==> src/rtl/ps2_pkg.sv <==
// PS/2 host transmitter shared types: FSM states, error codes,
// default timing constants and a saturating counter helper.
package ps2_pkg;

  typedef enum logic [3:0] {
    S_IDLE,
    S_INHIBIT,
    S_RTS,
    S_WAIT_START,
    S_SHIFT,
    S_ACK,
    S_WAIT_IDLE,
    S_DONE,
    S_FAIL
  } state_t;

  localparam logic [1:0] ERR_NONE     = 2'd0;
  localparam logic [1:0] ERR_NACK     = 2'd1;
  localparam logic [1:0] ERR_START_TO = 2'd2;
  localparam logic [1:0] ERR_BIT_TO   = 2'd3;

  localparam int INHIBIT_CYC_DEF  = 5000;
  localparam int START_TO_CYC_DEF = 750000;
  localparam int BIT_TO_CYC_DEF   = 10000;

  localparam int CNT_W = 20;

  function automatic logic [CNT_W-1:0] sat_inc(
    input logic [CNT_W-1:0] v
  );
    return (&v) ? v : v + 1'b1;
  endfunction

endpackage

==> src/rtl/ps2_sync_edge.sv <==
// Two-flop synchronizer for an asynchronous PS/2 pin plus a
// one-cycle falling-edge pulse on the synchronized level.
module ps2_sync_edge (
  input  logic clock,
  input  logic resetn,
  input  logic pin,
  output logic sync,
  output logic fall
);

  logic meta;
  logic sync_q;

  // Idle bus level is high, so reset to 1 to avoid a false edge.
  always_ff @(posedge clock or negedge resetn) begin
    if (!resetn) begin
      meta   <= 1'b1;
      sync   <= 1'b1;
      sync_q <= 1'b1;
    end else begin
      meta   <= pin;
      sync   <= meta;
      sync_q <= sync;
    end
  end

  assign fall = sync_q & ~sync;

endmodule

==> src/rtl/ps2_host_tx.sv <==
// PS/2 host-to-device command transmitter (open-drain via OE).
// Optional PS2_TX_RETRY_EN: retry failed attempts MAX_RETRY times.
module ps2_host_tx
  import ps2_pkg::*;
#(
  parameter int INHIBIT_CYC  = INHIBIT_CYC_DEF,
  parameter int START_TO_CYC = START_TO_CYC_DEF,
  parameter int BIT_TO_CYC   = BIT_TO_CYC_DEF
`ifdef PS2_TX_RETRY_EN
  ,
  parameter int MAX_RETRY    = 2
`endif
) (
  input  logic       clock,
  input  logic       resetn,
  input  logic       send_valid,
  input  logic [7:0] send_data,
  output logic       send_ready,
  input  logic       ps2_clk_in,
  input  logic       ps2_data_in,
  output logic       ps2_clk_oe,
  output logic       ps2_data_oe,
  output logic       tx_busy,
  output logic       tx_done,
  output logic       tx_err,
  output logic [1:0] err_code
);

  localparam logic [CNT_W-1:0] INH_LAST =
    CNT_W'(INHIBIT_CYC - 1);
  localparam logic [CNT_W-1:0] START_TO =
    CNT_W'(START_TO_CYC);
  localparam logic [CNT_W-1:0] BIT_TO =
    CNT_W'(BIT_TO_CYC);

  state_t           state;
  logic [9:0]       frame;
  logic [3:0]       bitn;
  logic [3:0]       bit_nxt;
  logic [CNT_W-1:0] cnt;
  logic             sync_clk;
  logic             clk_fall;
  logic             data_meta;
  logic             sync_data;
  logic [1:0]       fail_code;
  logic             fail_final;

  ps2_sync_edge u_clk_sync (
    .clock  (clock),
    .resetn (resetn),
    .pin    (ps2_clk_in),
    .sync   (sync_clk),
    .fall   (clk_fall)
  );

  always_ff @(posedge clock or negedge resetn) begin
    if (!resetn) begin
      data_meta <= 1'b1;
      sync_data <= 1'b1;
    end else begin
      data_meta <= ps2_data_in;
      sync_data <= data_meta;
    end
  end

`ifdef PS2_TX_RETRY_EN
  logic [3:0] retry_cnt;
  assign fail_final = retry_cnt >= 4'(MAX_RETRY);
`else
  assign fail_final = 1'b1;
`endif

  assign bit_nxt = bitn + 4'd1;

  always_comb begin
    fail_code = ERR_NONE;
    unique case (state)
      S_WAIT_START:
        if (!clk_fall && cnt >= START_TO)
          fail_code = ERR_START_TO;
      S_SHIFT:
        if (!clk_fall && cnt >= BIT_TO)
          fail_code = ERR_BIT_TO;
      S_ACK:
        if (clk_fall && sync_data)
          fail_code = ERR_NACK;
        else if (!clk_fall && cnt >= BIT_TO)
          fail_code = ERR_BIT_TO;
      S_WAIT_IDLE:
        if (!(sync_clk && sync_data) &&
            !clk_fall && cnt >= BIT_TO)
          fail_code = ERR_BIT_TO;
      default: fail_code = ERR_NONE;
    endcase
  end

  always_ff @(posedge clock or negedge resetn) begin
    if (!resetn) begin
      state       <= S_IDLE;
      frame       <= '0;
      bitn        <= '0;
      cnt         <= '0;
      send_ready  <= 1'b1;
      ps2_clk_oe  <= 1'b0;
      ps2_data_oe <= 1'b0;
      tx_busy     <= 1'b0;
      tx_done     <= 1'b0;
      tx_err      <= 1'b0;
      err_code    <= ERR_NONE;
`ifdef PS2_TX_RETRY_EN
      retry_cnt   <= '0;
`endif
    end else begin
      tx_done <= 1'b0;
      tx_err  <= 1'b0;
      cnt     <= sat_inc(cnt);
      if (fail_code != ERR_NONE) begin
        state       <= S_FAIL;
        ps2_clk_oe  <= 1'b0;
        ps2_data_oe <= 1'b0;
        tx_err      <= fail_final;
        if (fail_final)
          err_code <= fail_code;
      end else begin
        unique case (state)
          S_IDLE:
            if (send_valid) begin
              frame      <= {1'b1, ~^send_data, send_data};
              state      <= S_INHIBIT;
              send_ready <= 1'b0;
              tx_busy    <= 1'b1;
              ps2_clk_oe <= 1'b1;
              cnt        <= '0;
`ifdef PS2_TX_RETRY_EN
              retry_cnt  <= '0;
`endif
            end
          S_INHIBIT:
            if (cnt == INH_LAST) begin
              state       <= S_RTS;
              ps2_data_oe <= 1'b1;
            end
          S_RTS: begin
            state      <= S_WAIT_START;
            ps2_clk_oe <= 1'b0;
            cnt        <= '0;
          end
          S_WAIT_START:
            if (clk_fall) begin
              ps2_data_oe <= ~frame[0];
              bitn        <= '0;
              cnt         <= '0;
              state       <= S_SHIFT;
            end
          // frame[9] is the stop bit, so it releases the line
          S_SHIFT:
            if (clk_fall) begin
              cnt         <= '0;
              ps2_data_oe <= ~frame[bit_nxt];
              bitn        <= bit_nxt;
              if (bitn == 4'd8)
                state <= S_ACK;
            end
          S_ACK:
            if (clk_fall) begin
              cnt   <= '0;
              state <= S_WAIT_IDLE;
            end
          S_WAIT_IDLE:
            if (sync_clk && sync_data) begin
              state   <= S_DONE;
              tx_done <= 1'b1;
            end else if (clk_fall) begin
              cnt <= '0;
            end
          S_DONE: begin
            state      <= S_IDLE;
            tx_busy    <= 1'b0;
            send_ready <= 1'b1;
          end
          S_FAIL: begin
`ifdef PS2_TX_RETRY_EN
            if (!tx_err) begin
              retry_cnt  <= retry_cnt + 4'd1;
              state      <= S_INHIBIT;
              ps2_clk_oe <= 1'b1;
              cnt        <= '0;
            end else begin
              state      <= S_IDLE;
              tx_busy    <= 1'b0;
              send_ready <= 1'b1;
            end
`else
            state      <= S_IDLE;
            tx_busy    <= 1'b0;
            send_ready <= 1'b1;
`endif
          end
          default: state <= S_IDLE;
        endcase
      end
    end
  end

endmodule

==> config.mk <==
export PLATFORM = sky130hd
export DESIGN_NAME = ps2_host_tx
export DESIGN_NICKNAME = d
export VERILOG_FILES = /design/src/rtl/ps2_pkg.sv /design/src/rtl/ps2_sync_edge.sv /design/src/rtl/ps2_host_tx.sv
export SDC_FILE = /design/constraint.sdc
export NUM_CORES = 1
export LEC_CHECK = 0
export BUFFER_PORTS_ARGS = -buffer_cell sky130_fd_sc_hd__buf_2
export CAP_MARGIN = 20
export CORE_UTILIZATION = 55
export CTS_BUF_LIST = sky130_fd_sc_hd__clkbuf_4
export DETAILED_ROUTE_END_ITERATION = 12
export GPL_ROUTABILITY_DRIVEN = 0
export GPL_TIMING_DRIVEN = 1
export PLACE_DENSITY = 0.79
export SLEW_MARGIN = 20
export SYNTH_ARGS = -nofsm -noshare
export SYNTH_HDL_FRONTEND = slang
export SYNTH_SLANG_ARGS = --single-unit
==> constraint.sdc <==
create_clock -name clock -period 3.9 [get_ports clock]
set_clock_uncertainty 0.05 [all_clocks]
set_input_delay 0.78 -clock clock [delete_from_list [all_inputs] [get_ports clock]]
set_output_delay 0.78 -clock clock [all_outputs]
set_load 0.1 [all_outputs]
==> impl_metrics.yaml <==
cells_and_area:
  postLayoutCoreUtil_pct: 60.6
  final_cell_mix: "dfrtp_1, nor2_1, nand2_1, buf_2, nand3_1"
  layout_commonest_cell: "dfrtp_1"
  drive_gt1_share_pct: 17.7
  n_fill_cell: 448
  syn_to_final_growth_pct: 6.64
  antennaDiodeCount: 0
  final_area_mm2: 0.00309
  fin_nets: 326
logic_synthesis:
  ys_seq_area_share_pct: 44.2
  ys_ff_latch: 51
  syn_area_mm2: 0.00290
  synth_simple_gate_area_share_pct: 22.9
  synth_edf_count: 0
  synth_cell_types: 59
  syn_inst: 298
  ys.flop_type: "dfrtp_1"
  async_flop_share_pct: 100
  synthMuxAreaShare_pct: 5.69
  yosys.area_share.adder_pct: 1.72
  synth_nets: 315
  synth_top_family_by_area: "simple AND/OR/NAND/NOR gates"
  synth_compound_area_share_pct: 15.2
  synthXorXnorAreaFrac_pct: 6.04
  avgSynthCellArea_um2: 9.74
  synth_warnings: 0
setup_path:
  crit_path_start_kind: "flip-flop"
  path_max_fanout: 15
  critPathRequiredTime_ps: 4140
  r2r_slack_ps: 1580
  critical_path_class: "reg -> reg"
  crit_path_end_kind: "flip-flop"
  arrival_ps: 2560
sta:
  tns_ps: 0
  setup_viol: 0
  relSlewSlack_pct: 46.9
  hold_viol: 0
  fin_crit_sh_pct: 59.5
  rsz0062_at_grt: "false"
  max_freq_mhz: 431
  fin_crit_ps: 2320
  drv_slew: 0
  worst_pin_slew_ps: 791
floorplan:
  core_area_mm2: 0.00511
  die_w_um: 74.6
  die_area_mm2: 0.00557
  fp-row-count: 26
  ios: 21
  start_util_pct: 56.8
  die_h_um: 74.6
global_route:
  grt_max_degree: 52
  track_usage_pct: 23.4
  grt_pass1_vias: 2066
  grt_pass1_wl_um: 9820
  overflow: 0
  antenna_found_initial: 0
routing:
  drt-pass1-iter-count: 4
  drt_wl_total_um: 5690
  num_vias: 2239
  antenna_left: 0
  drc: 0
  routedWlPerCell_um: 15.0
  drtIter0Drc: 125
  vias_per_cell: 5.89
cts:
  clock_sinks: 51
  clk_latency_ps: 380
  post_cts_buffers: 0
  cts_inserted_buffers: 5
  clk_pin_slew_ps: 140
  cts_hold_buf: 0
  ctsResizeCount: 0
  clock_path_buffers: 2
  cts.root.buffer_cell: "clkbuf_4"
  h-tree-depth: 2
  cts_tree: "yes"
flow_run:
  max_cap_viol_count: 0
placed_design:
  numPortBuffers: 20
  dp_hpwl_um: 4100
  postPlaceCellArea_mm2: 0.00301
power_and_ir_drop:
  finalPower_w: 0.00197
  p_leak_nw: 1.27
  vdd_drop_max_uv: 392
  powerDensity_mw_per_mm2: 636
hold_path:
  hp-class: "reg -> reg"
outcome:
  outcome: "completed"
path summary, 6_finish.rpt:
path                                      startpoint                        end  depth (start not counted)
max in group asynchronous                     resetn          cnt[12]$_DFF_PN0_                          1
setup / recovery                   cnt[11]$_DFF_PN0_          cnt[19]$_DFF_PN0_                          5
setup reg to reg                   cnt[11]$_DFF_PN0_          cnt[19]$_DFF_PN0_                          5
min in group asynchronous                     resetn        bitn[0]$_DFFE_PN0P_                          1
hold reg to reg            u_clk_sync.meta$_DFF_PN1_  u_clk_sync.sync$_DFF_PN1_                          0
hold / removal             u_clk_sync.meta$_DFF_PN1_  u_clk_sync.sync$_DFF_PN1_                          0
layout make-up:
| class | instances | area (um^2) | share of cell area, % |
|---|---|---|---|
| timing repair buffer | 21 | 110 | 3.56 |
| clock inverter | 3 | 43.8 | 1.42 |
| multi-input combinational | 220 | 1490 | 48.3 |
| inverter | 10 | 37.5 | 1.21 |
| sequential | 51 | 1280 | 41.5 |
| clock buffer | 5 | 37.5 | 1.21 |
| tap | 70 | 87.6 | 2.83 |
critical path, cell delays in order (launching register included):
cell      delay [ps]
dfrtp_1          520
nand4_2          210
nor4_4           750
nand2_2          210
and4_1           270
a211oi_2         230
power breakdown:
part | total (W) | switching (W) | internal, W | leakage, nW
combinational | 0.000853 | 0.000545 | 0.000308 | 0.584
sequential | 0.000813 | 0.000151 | 0.000663 | 0.642
clock | 0.000302 | 0.000167 | 0.000135 | 0.0452
state kept, by name (all words and copies together) (netlist names):
name               cells
state                  4
u_clk_sync.meta        1
u_clk_sync.sync        1
u_clk_sync.sync_q      1
ps2_data_oe            1
tx_err                 1
tx_done                1
send_ready             1
sync_data              1
err_code               2
bitn                   4
data_meta              1
ps2_clk_oe             1
tx_busy                1
cnt                   20
frame                 10
synthesized netlist by cell type (4+ instances only):
master	instances	area [um^2]
nand3_1	18	90.1
dfrtp_1	45	1130
ha_1	4	50.1
a31oi_1	5	31.3
buf_2	11	55.1
nor2_1	25	93.8
nand2b_1	6	37.5
nand2_1	23	86.3
nand4_1	5	31.3
mux2_2	8	90.1
nor2b_1	4	25.0
and4_1	4	35.0
o21ai_0	14	70.1
dfstp_2	6	158
xnor2_1	17	149
inv_1	10	37.5
a211oi_1	6	45.0
nand3b_1	4	30.0
a21oi_1	11	55.1
nor3_1	13	65.1
per-layer routing:
layer / track usage, % / wire (um) / vias up
met4: 8.18 / 70 / 0
li1: - / - / 1100
met3: 4.55 / 221 / 9
met1: 31.7 / 2630 / 1080
met2: 37.9 / 2770 / 50
met5: 0 / 0 / -
logic make-up after synthesis:
family	after synthesis
compound gates	62
fa+ha+maj	4
mux	13
flops	51
buf+inv	27
simple gates	121
xor+xnor	20
stage by stage:
| step | setup WS, ps | cells | hold slack (ps) |
|---|---|---|---|
| final | 1580 | 380 | 316 |
| after global routing | 1380 | 380 | 320 |
| after CTS | 1590 | 380 | 316 |
| after detailed placement | 1640 | 372 | 297 |
| after global placement | 1740 | 372 | 298 |
| after floorplan | 1980 | 298 | 295 |
Note: power is estimated with default switching activity, not from simulation.
